### config.mk
export PLATFORM = sky130hd
export DESIGN_NAME = dma_rawp_stream_reader_flat
export DESIGN_NICKNAME = d
export VERILOG_FILES = /design/src/rtl/dma_rawp_stream_reader_if.sv /design/src/rtl/dma_rawp_stream_reader.sv /design/src/flat_wrapper.sv
export SDC_FILE = /design/constraint.sdc
export NUM_CORES = 1
export LEC_CHECK = 0
export ABC_AREA = 1
export BUFFER_PORTS_ARGS = -buffer_cell sky130_fd_sc_hd__buf_2
export CAP_MARGIN = 20
export CORE_ASPECT_RATIO = 2
export CORE_MARGIN = 5
export CORE_UTILIZATION = 45
export CTS_CLUSTER_SIZE = 8
export DETAILED_ROUTE_END_ITERATION = 10
export HOLD_SLACK_MARGIN = 0.02
export PLACE_DENSITY = 0.75
export SYNTH_ARGS = -nofsm -noshare
export SYNTH_HDL_FRONTEND = slang
export SYNTH_SLANG_ARGS = --single-unit
### constraint.sdc
create_clock -name clk_i -period 4.7 [get_ports clk_i]
set_input_delay 0.94 -clock clk_i [delete_from_list [all_inputs] [get_ports clk_i]]
set_output_delay 0.94 -clock clk_i [all_outputs]
set_load 0.005 [all_outputs]
### src/rtl/dma_rawp_stream_reader_if.sv
`default_nettype none
// ============================================================================
// Module      : dma_rawp_stream_reader_if
// Description : Bundles the command, raw-port and TX-stream signals of the
//               raw-port stream reader.
//               slave  modport : the reader itself (DUT side)
//               master modport : command source, RAM raw port and consumer
//               Command : start_i, base_adr_i, len_i -> busy_o, done_o
//               Raw port: rawp_adr_o, rawp_dat_o, rawp_we_o <- rawp_dat_i,
//                         rawp_stall_i
//               Stream  : tx_data_o, tx_valid_o, tx_last_o <- tx_ready_i
// Revision    : 1.0 - initial release
// ============================================================================
interface dma_rawp_stream_reader_if #(
    parameter int ADDR_WIDTH = 9,
    parameter int LEN_WIDTH  = 16
) ();
    logic                  start_i;
    logic [ADDR_WIDTH-1:0] base_adr_i;
    logic [LEN_WIDTH-1:0]  len_i;
    logic                  busy_o;
    logic                  done_o;
    logic [ADDR_WIDTH-1:0] rawp_adr_o;
    logic [31:0]           rawp_dat_i;
    logic [31:0]           rawp_dat_o;
    logic                  rawp_we_o;
    logic                  rawp_stall_i;
    logic [7:0]            tx_data_o;
    logic                  tx_valid_o;
    logic                  tx_ready_i;
    logic                  tx_last_o;

    modport slave (
        input  start_i, base_adr_i, len_i, rawp_dat_i, rawp_stall_i, tx_ready_i,
        output busy_o, done_o, rawp_adr_o, rawp_dat_o, rawp_we_o,
               tx_data_o, tx_valid_o, tx_last_o
    );

    modport master (
        output start_i, base_adr_i, len_i, rawp_dat_i, rawp_stall_i, tx_ready_i,
        input  busy_o, done_o, rawp_adr_o, rawp_dat_o, rawp_we_o,
               tx_data_o, tx_valid_o, tx_last_o
    );
endinterface
`default_nettype wire

### src/rtl/dma_rawp_stream_reader.sv
`default_nettype none
// ============================================================================
// Module      : dma_rawp_stream_reader
// Description : Reads a byte buffer through the 32-bit raw port of the DMA RAM
//               and serialises it little-endian onto an 8-bit valid/ready
//               stream. A one-word prefetch keeps the stream bubble-free.
// Ports       : clk_i  - clock (raw port of the RAM shares this net)
//               rst_i  - asynchronous active-high reset
//               bus    - command / raw-port / stream bundle (slave side)
// Revision    : 1.0 - initial release
// ============================================================================
module dma_rawp_stream_reader #(
    parameter int ADDR_WIDTH = 9,
    parameter int LEN_WIDTH  = 16
) (
    input  wire logic                  clk_i,
    input  wire logic                  rst_i,
    dma_rawp_stream_reader_if.slave    bus
);

    typedef enum logic [1:0] {
        S_IDLE   = 2'd0,
        S_LOAD   = 2'd1,
        S_STREAM = 2'd2,
        S_DONE   = 2'd3
    } state_t;

    state_t                r_state_q,   w_state_d;
    logic [ADDR_WIDTH-1:0] r_adr_q,     w_adr_d;
    logic [LEN_WIDTH-2:0]  r_words_q,   w_words_d;    // words still to fetch
    logic [LEN_WIDTH-1:0]  r_bytes_q,   w_bytes_d;    // bytes still to emit
    logic [31:0]           r_cur_q,     w_cur_d;
    logic                  r_cur_vld_q, w_cur_vld_d;
    logic [1:0]            r_idx_q,     w_idx_d;      // byte lane inside cur
    logic [31:0]           r_nxt_q,     w_nxt_d;
    logic                  r_nxt_vld_q, w_nxt_vld_d;

    logic [LEN_WIDTH-2:0]  w_len_words;
    logic                  w_rd;
    logic                  w_cap;
    logic                  w_tx_valid;
    logic                  w_hs;
    logic                  w_last;

    // ceil(len/4) without a wider intermediate sum
    assign w_len_words = {1'b0, bus.len_i[LEN_WIDTH-1:2]}
                       + {{(LEN_WIDTH-2){1'b0}}, |bus.len_i[1:0]};

    // A read is presented in LOAD, and in STREAM whenever the prefetch slot is
    // free and words remain. The RAM answers within the same cycle.
    assign w_rd       = (r_state_q == S_LOAD) ||
                        ((r_state_q == S_STREAM) && !r_nxt_vld_q && (r_words_q != '0));
    assign w_cap      = w_rd && !bus.rawp_stall_i;
    assign w_tx_valid = (r_state_q == S_STREAM) && r_cur_vld_q;
    assign w_hs       = w_tx_valid && bus.tx_ready_i;
    assign w_last     = (r_bytes_q == LEN_WIDTH'(1));

    always_comb begin
        w_state_d   = r_state_q;
        w_adr_d     = r_adr_q;
        w_words_d   = r_words_q;
        w_bytes_d   = r_bytes_q;
        w_cur_d     = r_cur_q;
        w_cur_vld_d = r_cur_vld_q;
        w_idx_d     = r_idx_q;
        w_nxt_d     = r_nxt_q;
        w_nxt_vld_d = r_nxt_vld_q;

        case (r_state_q)
            S_IDLE: begin
                if (bus.start_i) begin
                    if (bus.len_i != '0) begin
                        w_adr_d     = bus.base_adr_i;
                        w_words_d   = w_len_words;
                        w_bytes_d   = bus.len_i;
                        w_cur_vld_d = 1'b0;
                        w_nxt_vld_d = 1'b0;
                        w_idx_d     = 2'd0;
                        w_state_d   = S_LOAD;
                    end else begin
                        w_state_d   = S_DONE;
                    end
                end
            end

            S_LOAD: begin
                if (w_cap) begin
                    w_cur_d     = bus.rawp_dat_i;
                    w_cur_vld_d = 1'b1;
                    w_idx_d     = 2'd0;
                    w_adr_d     = r_adr_q + ADDR_WIDTH'(1);
                    w_words_d   = r_words_q - (LEN_WIDTH-1)'(1);
                    w_state_d   = S_STREAM;
                end
            end

            S_STREAM: begin
                if (w_cap) begin
                    w_nxt_d     = bus.rawp_dat_i;
                    w_nxt_vld_d = 1'b1;
                    w_adr_d     = r_adr_q + ADDR_WIDTH'(1);
                    w_words_d   = r_words_q - (LEN_WIDTH-1)'(1);
                end
                if (w_hs) begin
                    w_bytes_d = r_bytes_q - LEN_WIDTH'(1);
                    if (w_last) begin
                        // Unsent lanes of a trailing partial word are dropped.
                        w_cur_vld_d = 1'b0;
                        w_nxt_vld_d = 1'b0;
                        w_state_d   = S_DONE;
                    end else if (r_idx_q == 2'd3) begin
                        w_idx_d = 2'd0;
                        if (r_nxt_vld_q) begin
                            w_cur_d     = r_nxt_q;
                            w_nxt_vld_d = 1'b0;
                        end else if (w_cap) begin
                            // Word arrives exactly as cur drains: forward it.
                            w_cur_d     = bus.rawp_dat_i;
                            w_nxt_vld_d = 1'b0;
                        end else begin
                            w_cur_vld_d = 1'b0;
                            w_state_d   = S_LOAD;
                        end
                    end else begin
                        w_idx_d = r_idx_q + 2'd1;
                    end
                end
            end

            S_DONE: begin
                w_state_d = S_IDLE;
            end

            default: begin
                w_state_d = S_IDLE;
            end
        endcase
    end

    always_ff @(posedge clk_i or posedge rst_i) begin
        if (rst_i) begin
            r_state_q   <= S_IDLE;
            r_adr_q     <= '0;
            r_words_q   <= '0;
            r_bytes_q   <= '0;
            r_cur_q     <= '0;
            r_cur_vld_q <= 1'b0;
            r_idx_q     <= 2'd0;
            r_nxt_q     <= '0;
            r_nxt_vld_q <= 1'b0;
        end else begin
            r_state_q   <= w_state_d;
            r_adr_q     <= w_adr_d;
            r_words_q   <= w_words_d;
            r_bytes_q   <= w_bytes_d;
            r_cur_q     <= w_cur_d;
            r_cur_vld_q <= w_cur_vld_d;
            r_idx_q     <= w_idx_d;
            r_nxt_q     <= w_nxt_d;
            r_nxt_vld_q <= w_nxt_vld_d;
        end
    end

    assign bus.busy_o     = (r_state_q == S_LOAD) || (r_state_q == S_STREAM);
    assign bus.done_o     = (r_state_q == S_DONE);
    assign bus.rawp_adr_o = r_adr_q;
    assign bus.rawp_dat_o = 32'h0;
    assign bus.rawp_we_o  = 1'b0;
    assign bus.tx_valid_o = w_tx_valid;
    assign bus.tx_data_o  = w_tx_valid ? r_cur_q[{r_idx_q, 3'b000} +: 8] : 8'h00;
    assign bus.tx_last_o  = w_tx_valid && w_last;

endmodule
`default_nettype wire

### src/flat_wrapper.sv
// flat-port wrapper written by rule: the top's interface ports become plain ports
module dma_rawp_stream_reader_flat 
#(
    parameter int ADDR_WIDTH = 9,
    parameter int LEN_WIDTH  = 16
)
  (clk_i, rst_i, bus_start_i, bus_base_adr_i, bus_len_i, bus_rawp_dat_i, bus_rawp_stall_i, bus_tx_ready_i, bus_busy_o, bus_done_o, bus_rawp_adr_o, bus_rawp_dat_o, bus_rawp_we_o, bus_tx_data_o, bus_tx_valid_o, bus_tx_last_o);
  dma_rawp_stream_reader_if #(.ADDR_WIDTH(ADDR_WIDTH), .LEN_WIDTH(LEN_WIDTH)) bus_i ();
  input  wire logic clk_i;
  input  wire logic rst_i;
  input wire logic [$bits(bus_i.start_i)-1:0] bus_start_i;
  input wire logic [$bits(bus_i.base_adr_i)-1:0] bus_base_adr_i;
  input wire logic [$bits(bus_i.len_i)-1:0] bus_len_i;
  input wire logic [$bits(bus_i.rawp_dat_i)-1:0] bus_rawp_dat_i;
  input wire logic [$bits(bus_i.rawp_stall_i)-1:0] bus_rawp_stall_i;
  input wire logic [$bits(bus_i.tx_ready_i)-1:0] bus_tx_ready_i;
  output wire logic [$bits(bus_i.busy_o)-1:0] bus_busy_o;
  output wire logic [$bits(bus_i.done_o)-1:0] bus_done_o;
  output wire logic [$bits(bus_i.rawp_adr_o)-1:0] bus_rawp_adr_o;
  output wire logic [$bits(bus_i.rawp_dat_o)-1:0] bus_rawp_dat_o;
  output wire logic [$bits(bus_i.rawp_we_o)-1:0] bus_rawp_we_o;
  output wire logic [$bits(bus_i.tx_data_o)-1:0] bus_tx_data_o;
  output wire logic [$bits(bus_i.tx_valid_o)-1:0] bus_tx_valid_o;
  output wire logic [$bits(bus_i.tx_last_o)-1:0] bus_tx_last_o;
  assign bus_i.start_i = bus_start_i;
  assign bus_i.base_adr_i = bus_base_adr_i;
  assign bus_i.len_i = bus_len_i;
  assign bus_i.rawp_dat_i = bus_rawp_dat_i;
  assign bus_i.rawp_stall_i = bus_rawp_stall_i;
  assign bus_i.tx_ready_i = bus_tx_ready_i;
  assign bus_busy_o = bus_i.busy_o;
  assign bus_done_o = bus_i.done_o;
  assign bus_rawp_adr_o = bus_i.rawp_adr_o;
  assign bus_rawp_dat_o = bus_i.rawp_dat_o;
  assign bus_rawp_we_o = bus_i.rawp_we_o;
  assign bus_tx_data_o = bus_i.tx_data_o;
  assign bus_tx_valid_o = bus_i.tx_valid_o;
  assign bus_tx_last_o = bus_i.tx_last_o;
  dma_rawp_stream_reader #(.ADDR_WIDTH(ADDR_WIDTH), .LEN_WIDTH(LEN_WIDTH)) u_core (.clk_i(clk_i), .rst_i(rst_i), .bus(bus_i));
endmodule
==> results of run 1 <==
metrics by stage:
stage                     area (um2)  hold WS (ns)
after global routing            7990         0.507
final                           7990         0.486
after detailed placement        7700         0.472
after global placement          7700         0.461
after floorplan                 7480         0.446
after CTS                       7990         0.490
cell families (layout without fill, tap and decap cells):
family                   after synthesis  count (layout)
XOR/XNOR                              17              17
AND/OR/NAND/NOR                      580             580
other                                  1              33
AO/OA/AOI/OAI                        171             171
adder cells (fa/ha/maj)               11              11
flip-flops                           110             110
buffers and inverters                189             213
final timing paths:
check | startpoint | to | slack (ns)
worst max register to register | u_core.r_state_q[0] | u_core.r_cur_q[23] | 1.76
max in group asynchronous | rst_i | u_core.r_bytes_q[14] | 3.17
worst min register to register | u_core.r_nxt_q[24] | u_core.r_nxt_q[24] | 0.49
worst min-delay path | u_core.r_nxt_q[24] | u_core.r_nxt_q[24] | 0.49
min in group asynchronous | rst_i | u_core.r_nxt_q[20] | 0.62
worst max-delay path | u_core.r_idx_q[0] | bus_tx_data_o[7] | 1.56
routing by layer:
metal	GRT usage (%)	routed length, um	vias to the layer above	part of all wire [%]
met3	2.64	856	73	4.4
met4	13.3	1170	0	6.0
met1	23.5	7210	3267	37
met2	37.5	10200	212	53
met5	0	0	-	0
li1	-	-	3510	-
cell type report:
type	count	area (um2)
tap	204	255
fill	1709	8190
clock inverter	6	53.8
clock buffer	10	239
sequential	110	2750
timing repair buffer	90	470
multi-input combinational	812	3820
inverter	107	404
cell usage in the layout (no fill, tap or decap), drive strengths merged, types with 27 or more instances in the layout:
| cell type | netlist | final |
|---|---|---|
| nand2 | 279 | 279 |
| nor2 | 135 | 135 |
| dfrtp | 110 | 110 |
| nand3 | 106 | 106 |
| inv | 104 | 106 |
| o21ai | 105 | 105 |
| buf | 66 | 90 |
| a21oi | 59 | 59 |
| conb | 1 | 33 |
| nand4 | 27 | 27 |
power groups by stage:
stage	Combinational [mW]	Sequential [mW]	Clock (mW)
3_3_place_gp	2.35	1.74	0
4_1_cts	2.41	1.74	0.777
5_1_grt	2.78	1.80	0.812
6_report	2.39	1.75	0.758
2_1_floorplan	2.00	1.63	0
3_5_place_dp	2.40	1.75	0
flip-flops by register name, summed over array words and instances (netlist names):
signal / flops
u_core.r_bytes_q: 16
u_core.r_cur_vld_q: 1
u_core.r_state_q: 2
u_core.bus.rawp_adr_o: 9
u_core.r_cur_q: 32
u_core.r_nxt_vld_q: 1
u_core.r_idx_q: 2
u_core.r_words_q: 15
u_core.r_nxt_q: 32
critical path, delay by kind of cell, from the launching register on:
| family | cells | cell delay [ns] |
|---|---|---|
| AO/OA/AOI/OAI | 3 | 0.54 |
| buffers and inverters | 2 | 0.51 |
| flip-flops | 1 | 0.80 |
==> results.yml, run 1 <==
run_status:
  outcome: "finished, final reports clean"
placed_design:
  pre_cts_ws_ns: 1.83
  routabilityCongestion: 0.896
  dp_hpwl_mm: 14.6
  dp.cells: 1323
  portBuffers: 82
global_route:
  antenna_found_initial: 0
  grt_pass1_wl_mm: 32.9
  grt_max_degree: 66
  grt_use_total_pct: 21.2
  grt_pass1_vias: 7121
  overflow: 0
sta:
  max_freq_mhz: 319
  relSlewSlack_pct: 51.0
  grt_setup_unrepaired: "no"
  fin_tns_setup_ns: 0
  clock_skew_ns: 0.0127
  finalSetupViolCount: 0
  layout_min_cycle_time_ns: 3.14
  fin_crit_sh_pct: 66.7
  drv_slew: 0
  hold_violations: 0
  setup_slack_ns: 1.56
  tightest_slew_ns: 0.732
power_and_ir_drop:
  leakagePower_nw: 4.17
  clockPowerShare_pct: 15.5
  power_mw: 4.90
  vdd_drop_max_uv: 252
  pwr-share-seq_pct: 35.7
  intPower_mw: 2.55
  p_per_area_nw_per_um2: 612
  switching_share_pct: 48.0
  p_comb_share_pct: 48.8
  switching_power_mw: 2.35
worst_setup_path:
  crit_fanout: 24
  cpMaxStageDelayCell: "dfrtp_1"
  crit_chain: "inv_1 -> a21oi_1 -> o21ai_0 -> a21oi_1 -> buf_2"
  cpMostUsedCell: "a21oi_1"
  slowest_delay_ns: 0.80
  cp.arrival_ns: 2.20
  crit_required_ns: 3.76
  path_class: "reg2out"
  reg2reg_depth: 11
  end_kind: "primary output"
  critPathLaunchType: "flip-flop"
clock_tree:
  clkLatencyLatePin_ns: 0.35
  cts.sinks: 110
  cts.path.max_buffers: 2
  cts_resized: 0
  cts.clk_slew.worst_paths_ns: 0.08
  cts_setup_buffers: 0
  cts_max_level: 3
  cts_made_buffers: 9
  cts_tree: "built"
  cts_hold_buf: 0
  cts.root.buffer_cell: "clkbuf_16"
run:
  drv_cap: 0
layout:
  diodes: 0
  fin_util_pct: 49.4
  stdcell_count: 1339
  nNetsFinal: 1203
  syn2layout_area_growth_pct: 8.62
  drive_above_1_share_pct: 12.6
logic_synthesis:
  yosys_warnings: 0
  syn_inst: 1079
  synth-async-reset-ratio_pct: 100
  synth-seq-cells: 110
  synth_compound_area_share_pct: 11.8
  synthAdderAreaFrac_pct: 1.87
  synth_area_leaders: "dfrtp_1 (37%), nand2_1 (14%), nand3_1 (7.0%), nor2_1 (6.7%), o21ai_0 (5.3%)"
  synth_top_family_by_area: "simple AND/OR/NAND/NOR gates"
  yosysTopAreaCell: "dfrtp_1"
  synth_flop_cell: "dfrtp_1"
  synthTopCellsByCount: "nand2_1 (272), nor2_1 (132), dfrtp_1 (110), nand3_1 (103), inv_1 (100)"
  muxShareOfSynthArea_pct: 0
  synth-edff-count: 0
  synth_top_cell_area_share_pct: 37.4
  synthSimpleGateAreaFrac_pct: 34.4
  avgSynthCellArea_um2: 6.82
  yosysMostFrequentCell: "nand2_1"
  synth_cell_types: 35
  yosysSeqAreaShare_pct: 37.4
  synth_xor_area_share_pct: 2.02
  synth.cell_area_um2: 7360
floorplanning:
  ios: 116
  fp.coreArea_um2: 16200
  rows: 66
  die_h_um: 191
  fp.dieW_um: 100
  start_util_pct: 45.5
  dieArea_um2: 19200
hold_path:
  hold-path-cell-count: 2
  hp-class: "reg2reg"
route:
  via_count: 7062
  antenna_left: 0
  vias_per_cell: 5.27
  dr.pass1.iters: 6
  wl_per_cell_um: 14.6
  route.detailed.drc: 0
  drt-initial-drc-count: 392
  drt_wl_total_mm: 19.5
Note: power is estimated with default switching activity, not from simulation.
==> inputs of run 2 (changes only) <==
--- a/config.mk
+++ b/config.mk
@@ -14,7 +14,7 @@
 export CTS_CLUSTER_SIZE = 8
 export DETAILED_ROUTE_END_ITERATION = 10
 export HOLD_SLACK_MARGIN = 0.02
-export PLACE_DENSITY = 0.75
+export PLACE_DENSITY = 0.77
 export SYNTH_ARGS = -nofsm -noshare
 export SYNTH_HDL_FRONTEND = slang
 export SYNTH_SLANG_ARGS = --single-unit
==> constraint.sdc (replaced) <==
create_clock -name clk_i -period 2.6 [get_ports clk_i]
set_input_delay 0.52 -clock clk_i [delete_from_list [all_inputs] [get_ports clk_i]]
set_output_delay 0.52 -clock clk_i [all_outputs]
set_load 0.005 [all_outputs]
==> results.yml, run 2 (synthesis gave the netlist of run 1 again) <==
run_status:
  outcome: "finished, final reports clean"
route:
  wl_per_cell_um: 14.1
  antenna_left: 0
  drt-initial-drc-count: 633
  via_count: 6943
  route.detailed.drc: 0
  vias_per_cell: 5.16
  dr.pass1.iters: 5
  drt_wl_total_mm: 19.0
layout:
  mostFrequentLayoutCells: "nand2_1 (271), nor2_1 (130), dfrtp_1 (110)"
  finalInstanceArea_um2: 8090
  drive_above_1_share_pct: 13.5
  nFillCells: 1677
  layout_commonest_cell: "nand2_1"
  fin_util_pct: 50.0
  reg_top3: "u_core.r_cur_q x32, u_core.r_nxt_q x32, u_core.r_bytes_q x16"
  nNetsFinal: 1210
  syn2layout_area_growth_pct: 9.95
sta:
  fin_tns_setup_ns: 0
  relSlewSlack_pct: 54.8
  hold_violations: 0
  finalSetupViolCount: 0
  clock_skew_ns: 0.00862
  tightest_slew_ns: 0.678
  max_freq_mhz: 396
  drv_slew: 0
  fin_crit_sh_pct: 97.2
  layout_min_cycle_time_ns: 2.53
clock_tree:
  cts.clk_slew.worst_paths_ns: 0.08
  cts_made_buffers: 9
  cts.sinks: 110
  cts_tree: "built"
  clkLatencyLatePin_ns: 0.36
  cts.root.buffer_cell: "clkbuf_16"
  cts_max_level: 3
  cts.path.max_buffers: 2
  cts_hold_buf: 0
worst_setup_path:
  rr_startpoint: "u_core.r_state_q[0]"
  rrSetupSlack_ns: 0.26
  path_class: "reg2out"
  crit_chain: "clkinvlp_4 -> nor2_1 -> o21ai_0 -> a21oi_1 -> buf_2"
  reg2reg_to: "u_core.r_bytes_q[13]"
  critPathLaunchType: "flip-flop"
  crit_fanout: 10
  end_kind: "primary output"
  cp.arrival_ns: 2.01
  slowest_delay_ns: 0.60
  cpMaxStageDelayCell: "dfrtp_1"
  crit_required_ns: 2.08
  reg2reg_depth: 10
placed_design:
  portBuffers: 82
  dpl-instance-area_um2: 7770
  routabilityCongestion: 0.904
  dp_hpwl_mm: 13.8
global_route:
  grt_use_total_pct: 20.2
  grt_pass1_wl_mm: 31.2
  grt_pass1_vias: 6637
  overflow: 0
  grt_max_degree: 111
  antenna_found_initial: 0
power_and_ir_drop:
  power_mw: 8.97
  p_per_area_nw_per_um2: 1110
  switching_share_pct: 47.7
  clockPowerShare_pct: 15.1
  p_comb_share_pct: 50.3
  intPower_mw: 4.69
  vdd_drop_max_uv: 444
  leakagePower_nw: 4.20
  pwr-share-seq_pct: 34.7
  switching_power_mw: 4.28
floorplanning:
  dieArea_um2: 19200
  rows: 66
  fp.dieW_um: 100
  ios: 116
  die_h_um: 191
  fp.coreArea_um2: 16200
  start_util_pct: 45.5
hold_path:
  hp-class: "in2async"
run:
  drv_cap: 0
run 2: changes by cell type in the layout (fill, tap and decap cells not counted), sizes merged:
cell      delta
inv          -1
clkinvlp     +2
diode        +1
buf          +7
clkinv       -2
run 2: critical path, delay by kind of cell, from the launching register on:
family / cells / cell delay [ns]
flip-flops: 1 / 0.60
buffers and inverters: 2 / 0.46
AO/OA/AOI/OAI: 2 / 0.40
AND/OR/NAND/NOR: 1 / 0.19
run 2: worst max-delay path by stage:
stage	startpoint	endpoint	cells past startpoint
after detailed placement	u_core.r_state_q[0]	u_core.r_words_q[7]	11
after global routing	u_core.r_idx_q[1]	bus_tx_data_o[7]	5
after global placement	u_core.r_state_q[0]	u_core.r_words_q[11]	11
after floorplan	rst_i	u_core.bus.rawp_adr_o[0]	1
final	u_core.r_idx_q[1]	bus_tx_data_o[7]	5
after CTS	u_core.r_bytes_q[1]	bus_tx_last_o	8
run 2: per-stage QoR:
step | cells | hold WS [ns] | worst slack, ns
after floorplan | 1111 | 0.446 | 0.751
after global placement | 1329 | 0.461 | 0.225
after detailed placement | 1329 | 0.471 | 0.144
after CTS | 1344 | 0.366 | 0.0933
after global routing | 1345 | 0.382 | -0.00698
final | 1346 | 0.268 | 0.0731
run 2: power by group through the flow:
stage	Combinational, mW	Sequential, mW	Clock (mW)
after floorplan	3.61	2.95	0
after global routing	5.19	3.20	1.43
final	4.51	3.11	1.35
after CTS	4.50	3.09	1.38
after global placement	4.36	3.09	0
after detailed placement	4.48	3.11	0
run 2: routing by layer:
metal | vias up | routed length (um) | track usage, %
li1 | 3513 | - | -
met1 | 3188 | 7570 | 23.7
met2 | 198 | 9850 | 35.1
met3 | 44 | 837 | 2.78
met4 | 0 | 772 | 10.4
met5 | - | 0 | 0
run 2: cell type report:
| cell class | instances | area, um2 | area share, % |
|---|---|---|---|
| flip-flops and latches | 110 | 2750 | 34.0 |
| clock inverters | 5 | 42.5 | 0.526 |
| inverters | 107 | 412 | 5.09 |
| diodes | 1 | 2.50 | 0.0309 |
| multi-input cells | 812 | 3840 | 47.4 |
| repair buffers | 97 | 548 | 6.77 |
| clock buffers | 10 | 239 | 2.95 |
| well taps | 204 | 255 | 3.15 |
run 2: repair_timing:
item                       in CTS  in global routing
buffers inserted                0                  1
setup endpoints to repair       0                 55
resized for setup               0                  8
